## src/rtl/mem_bus_pkg.sv

```systemverilog
// Shared types for the unified memory port arbiter.
// States, bus owner and access size encodings.
package mem_bus_pkg;

  typedef enum logic [1:0] {
    IDLE,
    BUSY,
    RESP
  } state_t;

  typedef enum logic {
    OWN_I,
    OWN_D
  } owner_t;

  localparam logic [1:0] SZ_WORD = 2'b00;
  localparam logic [1:0] SZ_HALF = 2'b01;
  localparam logic [1:0] SZ_BYTE = 2'b10;

endpackage

```

## src/rtl/arb_watchdog.sv

```systemverilog
// Access watchdog: counts unacknowledged BUSY cycles and
// flags the cycle on which the access must be aborted.
module arb_watchdog #(
  parameter int TIMEOUT = 255
) (
  input  logic clk,
  input  logic rst,
  input  logic clear,
  input  logic tick,
  output logic expired
);

  localparam int CW = (TIMEOUT > 1) ? $clog2(TIMEOUT) : 1;
  localparam logic [CW-1:0] LAST = CW'(TIMEOUT - 1);

  logic [CW-1:0] cnt;

  // The TIMEOUT-th waiting cycle is the one that expires.
  assign expired = tick && (cnt == LAST);

  always_ff @(posedge clk) begin
    if (rst || clear) begin
      cnt <= '0;
    end else if (tick && !expired) begin
      cnt <= cnt + CW'(1);
    end
  end

endmodule

```

## src/rtl/mem_bus_arbiter.sv

```systemverilog
// Fetch/data arbiter onto one memory port, data-first with
// a bounded fetch starvation window and an access watchdog.
module mem_bus_arbiter
  import mem_bus_pkg::*;
#(
  parameter int ADDR_W       = 32,
  parameter int DATA_W       = 32,
  parameter int MAX_D_STREAK = 4,
  parameter int TIMEOUT      = 255
) (
  input  logic              clk,
  input  logic              rst,
  input  logic              i_req,
  input  logic [ADDR_W-1:0] i_addr,
  output logic [DATA_W-1:0] i_rdata,
  output logic              i_ack_n,
  input  logic              d_req,
  input  logic              d_write,
  input  logic [1:0]        d_size,
  input  logic [ADDR_W-1:0] d_addr,
  input  logic [DATA_W-1:0] d_wdata,
  output logic [DATA_W-1:0] d_rdata,
  output logic              d_ack_n,
  output logic              bus_err,
  output logic              m_req,
  output logic              m_write,
  output logic [1:0]        m_size,
  output logic [ADDR_W-1:0] m_addr,
  output logic [DATA_W-1:0] m_wdata,
  input  logic [DATA_W-1:0] m_rdata,
  input  logic              m_ack_n
);

  localparam int SW = $clog2(MAX_D_STREAK + 1);
  localparam logic [SW-1:0] STREAK_MAX = SW'(MAX_D_STREAK);

  state_t state_q, state_d;
  owner_t own_q, own_d;
  logic [SW-1:0] streak_q, streak_d;

  logic              m_req_d, m_write_d;
  logic [1:0]        m_size_d;
  logic [ADDR_W-1:0] m_addr_d;
  logic [DATA_W-1:0] m_wdata_d;
  logic [DATA_W-1:0] i_rdata_d, d_rdata_d;
  logic              i_ack_d, d_ack_d, err_d;

  logic wd_expired;
  logic d_wins, i_wins;
  logic done, abort;
  logic [DATA_W-1:0] rsp_data;

  arb_watchdog #(
    .TIMEOUT(TIMEOUT)
  ) u_wdog (
    .clk    (clk),
    .rst    (rst),
    .clear  (state_q == IDLE),
    .tick   ((state_q == BUSY) && m_ack_n),
    .expired(wd_expired)
  );

  // Fetch wins a contested slot only once the streak is spent.
  assign d_wins = d_req && (!i_req || (streak_q < STREAK_MAX));
  assign i_wins = i_req && !d_wins;

  assign done     = (state_q == BUSY) && !m_ack_n;
  assign abort    = (state_q == BUSY) && m_ack_n && wd_expired;
  assign rsp_data = done ? m_rdata : '0;

  always_comb begin
    state_d = state_q;
    unique case (state_q)
      IDLE: if (i_req || d_req) state_d = BUSY;
      BUSY: if (done || abort) state_d = RESP;
      RESP: state_d = IDLE;
      default: state_d = IDLE;
    endcase
  end

  always_comb begin
    own_d     = own_q;
    streak_d  = streak_q;
    m_req_d   = m_req;
    m_write_d = m_write;
    m_size_d  = m_size;
    m_addr_d  = m_addr;
    m_wdata_d = m_wdata;
    i_rdata_d = i_rdata;
    d_rdata_d = d_rdata;
    i_ack_d   = 1'b1;
    d_ack_d   = 1'b1;
    err_d     = 1'b0;
    if (state_q == IDLE) begin
      unique case (1'b1)
        d_wins: begin
          own_d     = OWN_D;
          m_req_d   = 1'b1;
          m_write_d = d_write;
          m_size_d  = d_size;
          m_addr_d  = d_addr;
          m_wdata_d = d_wdata;
          if (!i_req) begin
            streak_d = '0;
          end else if (streak_q < STREAK_MAX) begin
            streak_d = streak_q + SW'(1);
          end
        end
        i_wins: begin
          own_d     = OWN_I;
          m_req_d   = 1'b1;
          m_write_d = 1'b0;
          m_size_d  = SZ_WORD;
          m_addr_d  = i_addr;
          streak_d  = '0;
        end
        default: ;
      endcase
    end
    if (done || abort) begin
      m_req_d = 1'b0;
      err_d   = abort;
      if (own_q == OWN_D) begin
        d_rdata_d = rsp_data;
        d_ack_d   = 1'b0;
      end else begin
        i_rdata_d = rsp_data;
        i_ack_d   = 1'b0;
      end
    end
  end

  always_ff @(posedge clk) begin
    if (rst) begin
      state_q  <= IDLE;
      own_q    <= OWN_I;
      streak_q <= '0;
      m_req    <= 1'b0;
      m_write  <= 1'b0;
      m_size   <= SZ_WORD;
      m_addr   <= '0;
      m_wdata  <= '0;
      i_rdata  <= '0;
      d_rdata  <= '0;
      i_ack_n  <= 1'b1;
      d_ack_n  <= 1'b1;
      bus_err  <= 1'b0;
    end else begin
      state_q  <= state_d;
      own_q    <= own_d;
      streak_q <= streak_d;
      m_req    <= m_req_d;
      m_write  <= m_write_d;
      m_size   <= m_size_d;
      m_addr   <= m_addr_d;
      m_wdata  <= m_wdata_d;
      i_rdata  <= i_rdata_d;
      d_rdata  <= d_rdata_d;
      i_ack_n  <= i_ack_d;
      d_ack_n  <= d_ack_d;
      bus_err  <= err_d;
    end
  end

endmodule
```

## config.mk

```make
export PLATFORM = sky130hd
export DESIGN_NAME = mem_bus_arbiter
export DESIGN_NICKNAME = d
export VERILOG_FILES = /design/src/rtl/mem_bus_pkg.sv /design/src/rtl/arb_watchdog.sv /design/src/rtl/mem_bus_arbiter.sv
export SDC_FILE = /design/constraint.sdc
export NUM_CORES = 1
export LEC_CHECK = 0
export BUFFER_PORTS_ARGS = -buffer_cell sky130_fd_sc_hd__buf_2
export CAP_MARGIN = 10
export CELL_PAD_IN_SITES_DETAIL_PLACEMENT = 1
export CELL_PAD_IN_SITES_GLOBAL_PLACEMENT = 2
export CORE_AREA = 2 2 142 171
export DETAILED_ROUTE_END_ITERATION = 8
export DIE_AREA = 0 0 144 173
export PLACE_DENSITY = 0.88
export RECOVER_POWER = 25
export SYNTH_ARGS = -nofsm -noshare
export SYNTH_HDL_FRONTEND = slang
export SYNTH_SLANG_ARGS = --single-unit
```

## constraint.sdc

```tcl
create_clock -name clk -period 3.78 [get_ports clk]
set_clock_uncertainty 0.2 [all_clocks]
set_input_delay 0.567 -clock clk [delete_from_list [all_inputs] [get_ports clk]]
set_output_delay 0.567 -clock clk [all_outputs]
set_load 0.005 [all_outputs]
```

==> impl_metrics.yaml, run 1 <==
cts:
  cts_buffers: 17
  cts_tree: "built"
  clock-root-buffer: "clkbuf_16"
  cts.sinks: 149
  cts_resized: 0
  hold_buffers: 0
  clock_latency_ns: 0.41
  h-tree-depth: 4
  clock_path_buffers: 2
  cts_setup_buffers: 0
  clk_pin_slew_worst_paths_ns: 0.07
hold_path:
  hold_depth: 3
  hold_end: "m_wdata[6]"
  hold_start: "d_wdata[6]"
  hold_path_class: "in -> reg"
yosys:
  synth_cells: 784
  synthMuxAreaShare_pct: 0.754
  avgSynthCellArea_um2: 8.47
  synth_top_area_share_pct: 44.9
  ys_top_cells_by_area: "dfxtp_1 (45%), a311oi_1 (13%), a21oi_1 (10%)"
  synth_most_common_cell: "dfxtp_1"
  synth_edf_count: 0
  async_reset_ff_share_pct: 0
  synth-compound-area-share_pct: 34.0
  synth-adder-area-share_pct: 0.566
  yosys_register_bits: 149
  yosys.area_share.simple_pct: 13.4
  yosys_most_used_dff: "dfxtp_1"
  synth_fp_nets: 923
  synth_area_um2: 6640
  synthTopCellsByCount: "dfxtp_1 (149), a21oi_1 (138), a311oi_1 (96)"
  synth_top_family_by_area: "compound AO/OA/AOI/OAI gates"
  ys_seq_area_share_pct: 44.9
  synth_warnings: 0
  synth_xor_area_share_pct: 0
  synth_cell_types: 36
  yosysTopAreaCell: "dfxtp_1"
timing:
  finalSetupViolCount: 0
  fmax_mhz: 399
  rsz0062_at_grt: "false"
  slew_violations: 0
  fin_setup_tns_ns: 0
  tightest_slew_ns: 0.998
  final_hold_viol_count: 0
  max_slew_margin_pct: 33.4
  fin_crit_ns: 2.50
  finalCritPeriodShare_pct: 66.2
  whs_ns: 0.192
finish:
  fin_nets: 1135
  final_cells: 1325
  regArea_um2: 2980
  layout-drive-gt1-share_pct: 27.8
  syn2layout_area_growth_pct: 30.9
  multi_input_area_um2: 3250
  nFillCells: 2838
  fin_area_um2: 8690
  fin_util_pct: 37.6
route:
  routed_wl_um: 23300
  postRouteAntennaNets: 0
  vias: 6928
  first_pass_iters: 4
  drc: 0
  via_per_inst: 5.23
  initialDrtViolationCount: 326
  wl_per_cell_um: 17.6
flow_run:
  drv_cap: 0
power_and_ir_drop:
  powerDensity_nw_per_um2: 470
  p_leak_nw: 3.25
  irDropWorstVdd_mv: 0.267
die:
  ios: 271
  die_width_um: 144
  row_count: 61
  dieArea_um2: 24900
  coreArea_um2: 23100
  dieHeight_um: 173
  initial_utilization_pct: 28.7
worst_setup_path:
  startpoint_type: "flop"
  reg2regPathDepth: 4
  arrival_ns: 2.62
  endpoint_kind: "flop"
  max_stage_delay_ns: 0.74
  reg2reg_to: "i_rdata[30]"
  regToRegStartpoint: "state_q[0]"
  path_cells: "nor3b_4 -> buf_4 -> a21oi_1 -> a311oi_1"
  crit_slowest_cell: "buf_4"
  reg2reg_setup_slack_ns: 1.28
  cp_max_fo: 96
  worstPathRequired_ns: 3.89
  crit_type: "reg -> reg"
grt:
  grt_pass1_wl_um: 37100
  gr-total-overflow: 0
  antenna_found_initial: 1
  grt_use_total_pct: 18.3
  grt_max_degree: 97
  grt_pass1_vias: 7037
placement:
  post_dp_cell_area_um2: 8120
  gp_congestion: 0.747
  dp.cells: 1292
  port_buffers: 270
  hpwl_um: 15400
run_status:
  outcome: "completed"
[state kept, by name, indices dropped and copies added (netlist names)]
signal and count:
d_rdata 32, i_rdata 32, m_addr 32, m_wdata 32, u_wdog.cnt 8, streak_q 3, m_size 2, state_q 2
bus_err 1, d_ack_n 1, i_ack_n 1, m_req 1, m_write 1, own_q 1
[per-stage QoR]
stage / setup WS (ns) / total power [mW]
after CTS: 1.30 / 4.16
final: 1.28 / 4.08
after global routing: 1.08 / 4.29
after detailed placement: 1.08 / 2.34
after floorplan: 1.91 / 2.08
after global placement: 1.16 / 2.32
[worst max-delay path by stage]
stage | startpoint | to | slack, ns
finish | state_q[0] | i_rdata[30] | 1.28
global route | state_q[0] | i_rdata[29] | 1.08
CTS | state_q[0] | d_rdata[7] | 1.30
detailed placement | i_req | m_addr[11] | 1.08
global placement | i_req | m_wdata[28] | 1.16
floorplan | i_req | m_req | 1.91
[power by group]
part	total, mW	switching, mW	internal [mW]
registers	1.71	0.0543	1.66
clock network	1.80	0.769	1.03
logic	0.575	0.352	0.223
total	4.08	1.18	2.91
[placed cells by master, fill, tap and decap left out, types with 2 or more instances in the layout]
cell type | synthesis | routed
a211oi_1 | 3 | 3
a21boi_0 | 2 | 2
a21oi_1 | 138 | 138
a311oi_1 | 96 | 96
buf_2 | 29 | 222
buf_4 | 5 | 17
bufinv_16 | 0 | 2
clkbuf_1 | 59 | 47
clkbuf_16 | 0 | 17
clkinv_4 | 0 | 3
dfxtp_1 | 149 | 149
ha_1 | 3 | 3
inv_1 | 5 | 4
inv_6 | 0 | 4
inv_8 | 0 | 4
mux2i_1 | 5 | 5
nand2_1 | 76 | 76
nand2b_1 | 5 | 5
nand3_1 | 40 | 40
nand4_1 | 2 | 2
nand4b_1 | 2 | 2
nor2b_1 | 34 | 34
nor3_1 | 2 | 2
o211ai_1 | 32 | 32
o21ai_0 | 73 | 73
o41ai_1 | 2 | 2
or2_2 | 2 | 2
or4_1 | 4 | 4
[cell families (layout without fill, tap and decap cells)]
logic type / Yosys count / after routing
compound gates: 352 / 352
simple gates: 177 / 177
flops: 149 / 149
buf+inv: 98 / 323
mux: 5 / 5
fa+ha+maj: 3 / 3
other cells: 0 / 1
[worst max-delay path: cells and delay by family (launching register included)]
family	cells	cell delay (ns)
AO/OA/AOI/OAI	2	0.45
buffers and inverters	1	0.74
flip-flops	1	0.66
AND/OR/NAND/NOR	1	0.27
[metal layers]
metal	vias to the layer above	track usage, %	share of wire (%)
met1	3301	22.5	44
met5	-	0	0
met2	222	30.6	47
met3	24	5.59	7.2
met4	0	5.23	1.5
li1	3381	-	-
[area by class of cell]
cell class,count,share of cell area [%]
Antenna cell,1,0.0288
Clock buffer,18,5.05
Clock inverter,14,2.10
Inverter,5,0.216
Multi-Input combinational cell,537,37.5
Sequential cell,149,34.3
Tap cell,315,4.54
Timing Repair Buffer,286,16.3
Note: power is estimated with default switching activity, not from simulation.
==> run 2: changes to the inputs <==
- ABC_AREA: not set -> 1
- CORE_AREA: 2 2 142 171 -> 2 2 154 186
- DIE_AREA: 0 0 144 173 -> 0 0 156 188
- PLACE_DENSITY: 0.88 -> 0.79
- clock period: 3.78 -> 2.2 ns (I/O delays scaled with it)
==> run 2 against run 1 <==
Compared with the run above: area after synthesis fell by 10%; maximum frequency is 26% higher; routed wire length down 5.7%; global-route usage shrank 3.5 points; count of clock-buffer cells in the layout up 2; clock power increased by 71%; synthesized cell count rose by 4.5%; worst setup slack worse by 1.1 ns; largest power group unchanged; highest routed layer unchanged.
==> impl_metrics.yaml, run 2 <==
route:
  routed_wl_um: 21900
  first_pass_iters: 4
  via_per_inst: 4.30
  drc: 0
  postRouteAntennaNets: 0
  initialDrtViolationCount: 273
  vias: 6310
  wl_per_cell_um: 15.0
timing:
  fmax_mhz: 501
  max_slew_margin_pct: 53.4
  fin_crit_ns: 2.00
  tightest_slew_ns: 0.698
  slew_violations: 0
  finalSetupViolCount: 0
  fin_setup_tns_ns: 0
  rsz0062_at_grt: "false"
  final_hold_viol_count: 0
  finalCritPeriodShare_pct: 90.7
  whs_ns: 0.0309
grt:
  antenna_found_initial: 2
  grt_use_total_pct: 14.8
  grt_pass1_wl_um: 33900
  gr-total-overflow: 0
  grt_pass1_vias: 6518
  grt_max_degree: 68
die:
  ios: 271
  dieHeight_um: 188
  initial_utilization_pct: 21.6
  coreArea_um2: 27600
  die_width_um: 156
  dieArea_um2: 29300
  row_count: 67
placement:
  port_buffers: 270
  post_dp_cell_area_um2: 7660
  gp_congestion: 0.758
  hpwl_um: 14700
yosys:
  synthTopCellsByCount: "nand2_1 (225), dfxtp_1 (149), nor2_1 (102)"
  synth_most_common_cell: "nand2_1"
  synth_warnings: 0
  synth_fp_nets: 958
  synth_top_area_share_pct: 50.0
  yosys_register_bits: 149
  avgSynthCellArea_um2: 7.28
  synth_area_um2: 5960
  async_reset_ff_share_pct: 0
  ys_top_cells_by_area: "dfxtp_1 (50%), nand2_1 (14%), a21oi_1 (6.8%)"
  ys_seq_area_share_pct: 50.0
  yosys_most_used_dff: "dfxtp_1"
  synth_cells: 819
  synth_edf_count: 0
  yosysTopAreaCell: "dfxtp_1"
  synth_cell_types: 24
finish:
  nFillCells: 3477
  final_common_cell: "buf_2"
  fin_util_pct: 31.2
  fin_nets: 1245
  layout_common_cells: "buf_2 (230), nand2_1 (225), dfxtp_1 (149)"
  layout-drive-gt1-share_pct: 25.9
  fin_area_um2: 8600
  syn2layout_area_growth_pct: 44.2
cts:
  h-tree-depth: 4
  cts.sinks: 149
  cts_buffers: 17
  clk_pin_slew_worst_paths_ns: 0.07
  clock_path_buffers: 2
  cts_tree: "built"
  clock_latency_ns: 0.42
  clock-root-buffer: "clkbuf_16"
worst_setup_path:
  path_cells: "inv_1 -> ha_1 -> nand2_1 -> nor2_1 -> nand3_1 -> nand2_2 -> nand2_2 -> buf_12 -> nand2_1 -> a21oi_1"
  cp_num_cells: 10
  worstPathRequired_ns: 2.35
  endpoint_kind: "flop"
  max_stage_delay_ns: 0.38
  crit_type: "reg -> reg"
  reg2reg_to: "i_rdata[6]"
  path_delay_family: "simple AND/OR/NAND/NOR gates"
  reg2regPathDepth: 10
  crit_buf_inv: 2
  crit_slowest_cell: "dfxtp_1"
  startpoint_type: "flop"
  regToRegStartpoint: "u_wdog.cnt[0]"
  critPathLaunch: "u_wdog.cnt[0]"
  reg2reg_setup_slack_ns: 0.20
  crit_end: "i_rdata[6]"
  cp_max_fo: 22
  arrival_ns: 2.15
power_and_ir_drop:
  p_leak_nw: 4.10
  irDropWorstVdd_mv: 0.457
  powerDensity_nw_per_um2: 825
  total_power_mw: 7.09
run_status:
  outcome: "completed"
flow_run:
  drv_cap: 0
hold_path:
  hold_depth: 5
  hold_path_class: "in -> reg"
[run 2: cell count changes in the layout (fill, tap and decap cells not counted), sizes merged, moves of 34 or more]
| cell | before | now |
|---|---|---|
| nor2b | 34 | 0 |
| dlygate4sd3 | 0 | 36 |
| a21oi | 138 | 82 |
| nor2 | 3 | 106 |
| inv | 12 | 82 |
| nand2 | 76 | 230 |
| a311oi | 96 | 0 |
| o21ai | 74 | 39 |
[run 2: worst min-delay path by stage]
stage           startpoint          end  slack (ns)
6_report       m_rdata[24]  d_rdata[24]        0.03
5_1_grt              d_req  streak_q[2]        0.03
4_1_cts        m_rdata[23]  i_rdata[23]      0.0009
3_5_place_dp         own_q      d_ack_n        0.25
3_3_place_gp    i_rdata[4]   i_rdata[4]        0.24
2_1_floorplan  streak_q[0]  streak_q[0]        0.25
[run 2: worst register-to-register path: cells and delay by family (launching register included)]
kind	cells	cell delay, ns
and+or+nand+nor	6	0.71
DFF	1	0.38
buffers and inverters	2	0.30
adders and majority gates	1	0.20
AOI/OAI and AO/OA	1	0.14
[run 2: power by group]
group	leakage (nW)	switching [mW]	internal (mW)
clock network	0.292	1.22	1.84
logic	2.59	0.611	0.430
registers	1.22	0.0993	2.89
[run 2: cells by family (layout without fill, tap and decap cells)]
logic type                 count (synthesis)  after routing  share of synthesized area (%)
AOI/OAI and AO/OA                        153            153                           14.6
other                                      0              2                              0
buffers and inverters                    135            434                           9.45
adders and majority gates                  3              3                          0.630
and+or+nand+nor                          378            379                           25.2
xor gates and xnor gates                   1              1                          0.147
DFF                                      149            149                           50.0
[run 2: what timing repair did]
action / in CTS / in global routing
buffers inserted: 0 / 0
endpoints found under the hold margin: 36 / 0
hold buffers: 36 / 0
resized for setup: 0 / 3
endpoints found under the setup margin: 0 / 54
[run 2: through the flow]
step                      instances  worst slack (ns)
after detailed placement       1395            0.0613
final                          1466             0.205
after global placement         1395            0.0447
after CTS                      1463            0.0412
after global routing           1466            0.0145
after floorplan                 819             0.632
[run 2: area by class of cell]
| type | count | area (um2) | share of cell area (%) |
|---|---|---|---|
| clock inverters | 12 | 154 | 1.79 |
| well taps | 345 | 432 | 5.02 |
| diodes | 2 | 5.00 | 0.0582 |
| inverters | 83 | 314 | 3.65 |
| multi-input cells | 536 | 2430 | 28.2 |
| clock buffers | 20 | 457 | 5.31 |
| repair buffers | 319 | 1830 | 21.2 |
| flip-flops and latches | 149 | 2980 | 34.7 |
[run 2: layer usage]
layer | vias to the layer above | routed length [um] | share of wire [%] | global-route usage, %
met5 | - | 0 | 0 | 0
met4 | 0 | 552 | 2.5 | 6.35
met3 | 34 | 1360 | 6.2 | 4.32
met2 | 181 | 10600 | 49 | 26.1
met1 | 2927 | 9380 | 43 | 16.4
li1 | 3168 | - | - | -
==> run 3: changes to the inputs <==
- CORE_AREA: 2 2 154 186 -> 2 2 147 178
- DIE_AREA: 0 0 156 188 -> 0 0 149 180
- PLACE_DENSITY: 0.79 -> 0.82
- clock period: 2.2 -> 2 ns (I/O delays scaled with it)
==> run 3 against run 2 <==
Compared with the run above: routed wire length shrank 0.66%; power grew 7.6%; sequential power grew 9.7%; count of clock-buffer cells in the layout is the same; core utilization grew 3.5 points; final cell count grew 0.20%; worst hold slack lost 0.014 ns; critical path depth is the same; flip-flop and latch count is the same; global-route usage grew 1.2 points; critical path type unchanged; critical endpoint is now i_rdata[2]; largest power group is now sequential cells.
==> impl_metrics.yaml, run 3 (same netlist as run 2, synthesis figures left out) <==
run_status:
  outcome: "completed"
worst_setup_path:
  regToRegStartpoint: "u_wdog.cnt[0]"
  crit_slowest_cell: "dfxtp_1"
  path_delay_family: "simple AND/OR/NAND/NOR gates"
  reg2regPathDepth: 10
  startpoint_type: "flop"
  endpoint_kind: "flop"
  crit_buf_inv: 2
  max_stage_delay_ns: 0.34
  crit_end: "i_rdata[2]"
  arrival_ns: 1.98
  reg2reg_setup_slack_ns: 0.15
  path_cells: "inv_1 -> ha_1 -> nand2_1 -> nor2_1 -> nand3_1 -> nand2_2 -> nand2_2 -> buf_12 -> nand2_1 -> a21oi_1"
  cp_num_cells: 10
  reg2reg_to: "i_rdata[2]"
  worstPathRequired_ns: 2.13
  critPathLaunch: "u_wdog.cnt[0]"
  cp_max_fo: 27
  crit_type: "reg -> reg"
cts:
  h-tree-depth: 4
  clock_latency_ns: 0.42
  clock-root-buffer: "clkbuf_16"
  cts.sinks: 149
  clk_pin_slew_worst_paths_ns: 0.07
  cts_buffers: 17
  clock_path_buffers: 2
  cts_tree: "built"
timing:
  fin_crit_ns: 1.85
  finalCritPeriodShare_pct: 92.5
  fmax_mhz: 540
  slew_violations: 0
  tightest_slew_ns: 0.568
  final_hold_viol_count: 0
  finalSetupViolCount: 0
  max_slew_margin_pct: 62.1
route:
  first_pass_iters: 4
  postRouteAntennaNets: 0
  via_per_inst: 4.34
  vias: 6379
  wl_per_cell_um: 14.8
  initialDrtViolationCount: 159
  routed_wl_um: 21800
  drc: 0
power_and_ir_drop:
  irDropWorstVdd_mv: 0.596
  p_leak_nw: 4.15
  powerDensity_nw_per_um2: 876
placement:
  dp.cells: 1384
  gp_congestion: 0.764
  port_buffers: 270
  hpwl_um: 14900
die:
  initial_utilization_pct: 23.7
  die_width_um: 149
  coreArea_um2: 25100
  dieArea_um2: 26800
  ios: 271
  row_count: 64
  dieHeight_um: 180
finish:
  final_common_cell: "nand2_1"
  nFillCells: 3201
  regArea_um2: 2980
  layout_common_cells: "nand2_1 (225), buf_2 (224), dfxtp_1 (149)"
  multi_input_area_um2: 2410
  fin_nets: 1265
  layout-drive-gt1-share_pct: 25.0
  syn2layout_area_growth_pct: 46.2
  fin_util_pct: 34.7
  final_cells: 1469
grt:
  grt_pass1_vias: 6600
  grt_use_total_pct: 16.0
  antenna_found_initial: 1
  grt_pass1_wl_um: 34100
  grt_max_degree: 68
  gr-total-overflow: 0
flow_run:
  drv_cap: 0
hold_path:
  hold_path_class: "in -> reg"
-- run 3: cell types whose count changed in the layout (fill, tap and decap cells not counted), sizes merged --
cell / delta
buf: -2
bufinv: -1
clkbuf: +6
clkinvlp: -1
diode: -1
dlygate4sd3: +17
inv: +1
nor2: -1
-- run 3: worst register-to-register path: stages, from the launching register on --
cell,delay [ns]
dfxtp_1,0.34
inv_1,0.06
ha_1,0.19
nand2_1,0.07
nor2_1,0.05
nand3_1,0.13
nand2_2,0.11
nand2_2,0.16
buf_12,0.21
nand2_1,0.08
a21oi_1,0.15
-- run 3: final cells by class --
| cell class | instances | share of cell area, % |
|---|---|---|
| tap | 330 | 4.74 |
| clock buffer | 20 | 5.13 |
| timing repair buffer | 340 | 23.1 |
| inverter | 83 | 3.58 |
| sequential | 149 | 34.2 |
| multi-input combinational | 535 | 27.7 |
| antenna | 1 | 0.0287 |
| clock inverter | 11 | 1.48 |
-- run 3: power breakdown --
part           switching [mW]  internal, mW  total (mW)
sequential              0.107          3.18        3.28
combinational           0.671         0.499        1.17
clock                    1.31          1.87        3.18
total                    2.08          5.55        7.63
-- run 3: layer usage --
metal | part of all wire [%] | wire, um | track usage, %
met2 | 50 | 10900 | 28.3
met3 | 6.3 | 1370 | 4.31
met5 | 0 | 0 | 0
met1 | 42 | 9080 | 18.1
met4 | 1.9 | 405 | 5.98
-- run 3: worst min-delay path by stage --
| stage | endpoint | start | depth (start not counted) | slack (ns) |
|---|---|---|---|---|
| after CTS | m_addr[16] | d_addr[16] | 5 | 0.0002 |
| final | m_addr[30] | d_addr[30] | 5 | 0.02 |
| after global placement | i_rdata[2] | i_rdata[2] | 2 | 0.24 |
| after detailed placement | d_rdata[2] | d_rdata[2] | 2 | 0.25 |
| after floorplan | m_wdata[0] | d_wdata[0] | 2 | 0.23 |
| after global routing | streak_q[2] | d_req | 3 | 0.01 |
-- run 3: stage by stage --
step | area [um2] | power [mW] | setup WS (ns) | hold slack [ns] | setup TNS (ns)
final | 8710 | 7.63 | 0.149 | 0.0166 | 0
after detailed placement | 7660 | 4.47 | 0.181 | 0.252 | 0
after global routing | 8710 | 8.05 | -0.00190 | 0.0144 | -0.00190
after CTS | 8770 | 7.81 | 0.162 | 0.000168 | 0
after floorplan | 5960 | 3.92 | 0.432 | 0.235 | 0
after global placement | 7660 | 4.45 | 0.254 | 0.245 | 0
-- run 3: what timing repair did --
item,4_1_cts,5_1_grt
hold buffers,53,0
resized for setup,0,0
setup buffers,0,0
hold endpoints to repair,54,0
endpoints found under the setup margin,0,0
